**src/rtl/cache_bus_arbiter.sv**
```systemverilog
// Round-robin owner selection for the shared memory bus, with a one-cycle
// turnaround between owners and a hold-time watchdog on every grant.
module cache_bus_arbiter #(
    parameter int NUM_REQ  = 4,
    parameter int MAX_HOLD = 16,
    parameter int ID_W     = 2
) (
    input  logic               clk,
    input  logic               rst,
    input  logic [NUM_REQ-1:0] req,
    input  logic [NUM_REQ-1:0] done,
    output logic [NUM_REQ-1:0] gnt,
    output logic               gnt_valid,
    output logic [ID_W-1:0]    gnt_id,
    output logic               timeout_err
);

    localparam int CNT_W = $clog2(MAX_HOLD);

    typedef enum logic [1:0] {IDLE, BUSY, TURN} state_t;

    state_t             state_q, state_d;
    logic [NUM_REQ-1:0] gnt_q, gnt_d;
    logic               gnt_valid_q, gnt_valid_d;
    logic [ID_W-1:0]    gnt_id_q, gnt_id_d;
    logic               timeout_err_q, timeout_err_d;
    logic [CNT_W-1:0]   cnt_q, cnt_d;
    logic [ID_W-1:0]    last_q, last_d;

    logic               found;
    logic [ID_W-1:0]    win;
    logic [ID_W-1:0]    cand;
    logic               owner_release;
    logic               hold_expired;

    // Search starts just past the previous owner, so it becomes lowest priority.
    always_comb begin
        found = 1'b0;
        win   = '0;
        cand  = '0;
        for (int i = 1; i <= NUM_REQ; i++) begin
            cand = ID_W'((int'(last_q) + i) % NUM_REQ);
            if (!found && req[cand]) begin
                found = 1'b1;
                win   = cand;
            end
        end
    end

    assign owner_release = done[gnt_id_q] | ~req[gnt_id_q];
    assign hold_expired  = (cnt_q == CNT_W'(MAX_HOLD - 1));

    always_ff @(posedge clk or posedge rst) begin
        if (rst) begin
            state_q <= IDLE;
        end else begin
            state_q <= state_d;
        end
    end

    always_comb begin
        state_d = state_q;
        case (state_q)
            IDLE, TURN: state_d = found ? BUSY : IDLE;
            BUSY:       state_d = (owner_release || hold_expired) ? TURN : BUSY;
            default:    state_d = IDLE;
        endcase
    end

    always_comb begin
        gnt_d         = '0;
        gnt_valid_d   = 1'b0;
        gnt_id_d      = gnt_id_q;
        timeout_err_d = 1'b0;
        cnt_d         = cnt_q;
        last_d        = last_q;
        case (state_q)
            IDLE, TURN: begin
                if (found) begin
                    gnt_d       = NUM_REQ'(1) << win;
                    gnt_valid_d = 1'b1;
                    gnt_id_d    = win;
                    cnt_d       = '0;
                end
            end
            BUSY: begin
                if (owner_release || hold_expired) begin
                    last_d        = gnt_id_q;
                    // A real release on the last allowed cycle is not a timeout.
                    timeout_err_d = hold_expired && !owner_release;
                end else begin
                    gnt_d       = gnt_q;
                    gnt_valid_d = 1'b1;
                    cnt_d       = cnt_q + CNT_W'(1);
                end
            end
            default: begin
                last_d = last_q;
            end
        endcase
    end

    always_ff @(posedge clk or posedge rst) begin
        if (rst) begin
            gnt_q         <= '0;
            gnt_valid_q   <= 1'b0;
            gnt_id_q      <= '0;
            timeout_err_q <= 1'b0;
            cnt_q         <= '0;
            last_q        <= ID_W'(NUM_REQ - 1);
        end else begin
            gnt_q         <= gnt_d;
            gnt_valid_q   <= gnt_valid_d;
            gnt_id_q      <= gnt_id_d;
            timeout_err_q <= timeout_err_d;
            cnt_q         <= cnt_d;
            last_q        <= last_d;
        end
    end

    assign gnt         = gnt_q;
    assign gnt_valid   = gnt_valid_q;
    assign gnt_id      = gnt_id_q;
    assign timeout_err = timeout_err_q;

endmodule

```
**config.mk**
```make
export PLATFORM = sky130hd
export DESIGN_NAME = cache_bus_arbiter
export DESIGN_NICKNAME = d
export VERILOG_FILES = /design/src/rtl/cache_bus_arbiter.sv
export SDC_FILE = /design/constraint.sdc
export NUM_CORES = 1
export LEC_CHECK = 0
export ABC_AREA = 1
export BUFFER_PORTS_ARGS = -buffer_cell sky130_fd_sc_hd__buf_2
export CAP_MARGIN = 20
export CORE_UTILIZATION = 54
export CTS_BUF_LIST = sky130_fd_sc_hd__clkbuf_8 sky130_fd_sc_hd__clkbuf_16
export DETAILED_ROUTE_END_ITERATION = 6
export PLACE_DENSITY_LB_ADDON = 0.25
export SETUP_SLACK_MARGIN = 0.05
export SYNTH_ARGS = -nofsm -noshare
export SYNTH_HDL_FRONTEND = slang
export SYNTH_SLANG_ARGS = --single-unit
```
**constraint.sdc**
```tcl
create_clock -name clk -period 2 [get_ports clk]
set_clock_uncertainty 0.1 [all_clocks]
set_input_delay 0.4 -clock clk [delete_from_list [all_inputs] [get_ports clk]]
set_output_delay 0.4 -clock clk [all_outputs]
set_load 0.1 [all_outputs]
```
==> results.toml <==
[run_status]
status = "finished clean"

[clock_network]
postCtsSetupRepairBufs = 0
clk_pin_slew_worst_paths_ns = 0.06
cts_buffers = 3
clockBufferDepth = 2
cts-resized-gates = 0
root_buffer = "clkbuf_8"
clk_latency_ns = 0.24
cts_tree = "built"
cts.sinks = 15
ctsHoldBuffers = 0
htree_levels = 1

[timing]
slew-limit-headroom_pct = 62.65
worst_slew_pin_slew_ns = 0.5596
worst_slack_ns = 0.2286
post-route-period-util_pct = 88.57
whs_ns = 0.09777
min_period_ns = 1.771
rsz0062_at_grt = "no"
slew_violations = 0
fmax_mhz = 564.5
finalSetupTns_ns = 0
finalHoldViolations = 0
setup_viol = 0

[job]
drv_cap = 0

[logic_synthesis]
synth_area_per_cell_um2 = 7.186
synthMuxAreaShare_pct = 0
synth_area_um2 = 1035
synth_seq_cells = 15
synthSimpleGateAreaFrac_pct = 47.28
synthXorXnorAreaFrac_pct = 0
synth-compound-area-share_pct = 4.958
synth_flop_cell = "dfrtp_1"
yosysUniqueCellTypes = 23
synth_top_family_by_area = "simple AND/OR/NAND/NOR gates"
synthAdderAreaFrac_pct = 1.209
ys_async_sr_fraction_pct = 100.0
synth_enable_flop_cells = 0
yosysWarnings = 0
postSynthCellCount = 144
synth_nets = 155
ys_seq_area_share_pct = 36.52

[routing]
route.detailed.drc = 0
antenna_left = 0
viasPerCell = 4.856
dr_total_vias = 913
initialDrtViolationCount = 26
drt_first_pass_iters = 4
drt_wl_total_mm = 2.006
wire_per_inst_um = 10.67

[worst_setup_path]
critPathBufInv = 2
crit_fanout = 10
critPathLaunchType = "flip-flop"
crit_path_frequent_cell = "nand2_2"
path_class = "flip-flop to flip-flop"
cp-end-kind = "flip-flop"
critical_path.top_delay_family = "simple AND/OR/NAND/NOR gates"
required_ns = 2.03
arrival_ns = 1.80
max_stage_delay_ns = 0.67
crit_chain = "inv_6 > nand2_2 > nand2_2 > nand2_2 > nand2_2 > nor2_4 > nand3_2 > nand2_4 > inv_4 > nand2_1 > o21ai_2"
slowest_stage = "dfstp_2"

[worst_hold_path]
hp-class = "input port to asynchronous set/reset pin"

[global_route]
grt_pass1_wl_mm = 3.443
grt_start_max_net_pins = 16
gr-total-overflow = 0
antenna_found_initial = 0
grt_usage_pct = 23.50
grt_pass1_vias = 835

[cells_and_area]
areaGrowthSynthToFinish_pct = 13.91
n_fill_cell = 168
seq_area_um2 = 381.6
multi_input_area_um2 = 553.0
diodes = 0
final_cells = 188
nNetsFinal = 175
drive_gt1_share_pct = 33.13

[place]
io_buffers = 17
gp_congestion = 0.8562
post-dp-hpwl_mm = 1.635
placed_cells = 184
dp_slack_ns = 0.2355

[floorplanning]
initial_core_util_pct = 58.65
die_w_um = 45.78
ioPinCount = 18
rows = 15
core_um2 = 1764
die_y_um = 45.78
die_area_um2 = 2095
[synthesized netlist by cell type (2+ instances only)]
cell type	count	area [µm²]
dfstp_2	2	52.55
nor2_1	12	45.04
buf_6	2	22.52
nand3_1	14	70.07
nand2_1	48	180.2
inv_1	16	60.06
dfrtp_1	13	325.3
nand3b_1	2	15.01
o21ai_0	3	15.01
nand2_4	3	33.78
o21ai_2	2	17.52
nand2_2	15	93.84
inv_4	2	12.51
[cells by family after synthesis]
kind of cell,Yosys count
flops,15
simple gates,100
buf+inv,21
fa+ha+maj,1
compound gates,7
[cell usage in the layout, fill, tap and decap left out, drive strengths merged]
cell type	Yosys	final
o211ai	1	1
o21ai	5	5
a31oi	1	1
clkinv	0	1
nand3	15	15
nor2	14	14
inv	19	19
nand3b	2	2
ha	1	1
buf	2	17
dfstp	2	2
dfrtp	13	13
nor3	1	1
nand2	66	66
clkbuf	0	3
nand4	2	2
[cell type report]
cell class,instances,area share (%)
multi-input cells,108,46.92
well taps,25,2.654
clock buffers,3,3.503
repair buffers,17,7.219
flip-flops and latches,15,32.38
inverters,19,6.900
clock inverters,1,0.4246
[flip-flops by register name, summed over array words and instances, names as in the netlist]
register and count:
state_q 2, gnt 4, timeout_err 1, cnt_q 4, last_q 2, gnt_id 2
[per-layer routing]
layer / global-route usage (%) / up-vias / part of all wire [%]
li1: - / 488 / -
met1: 29.47 / 393 / 49
met2: 38.86 / 28 / 45
met3: 5.556 / 4 / 5.2
met4: 9.412 / 0 / 1.0
met5: 0 / - / 0
[final timing paths]
check / from / to / slack (ns) / cells past startpoint
max: last_q[0]$_DFFE_PP1P_ / gnt_id[1]$_DFFE_PP0P_ / 0.23 / 11
min: rst / cnt_q[0]$_DFFE_PP0P_ / 0.1 / 2
max reg2reg: last_q[0]$_DFFE_PP1P_ / gnt_id[1]$_DFFE_PP0P_ / 0.23 / 11
min reg2reg: gnt[2]$_DFFE_PP0P_ / gnt[2]$_DFFE_PP0P_ / 0.38 / 2
max in group asynchronous: rst / gnt_id[1]$_DFFE_PP0P_ / 1.30 / 2
min in group clk: gnt[2]$_DFFE_PP0P_ / gnt[2]$_DFFE_PP0P_ / 0.38 / 2
[through the flow]
stage          area (µm²)  util, %
6_report             1179    66.81
3_5_place_dp         1132    64.18
5_1_grt              1179    66.81
4_1_cts              1179    66.81
3_3_place_gp         1132    64.18
2_1_floorplan        1039        -
Power is left out: the tool's default activity adds up to more than one toggle a clock period on the data nets, which glitch-free logic cannot reach.
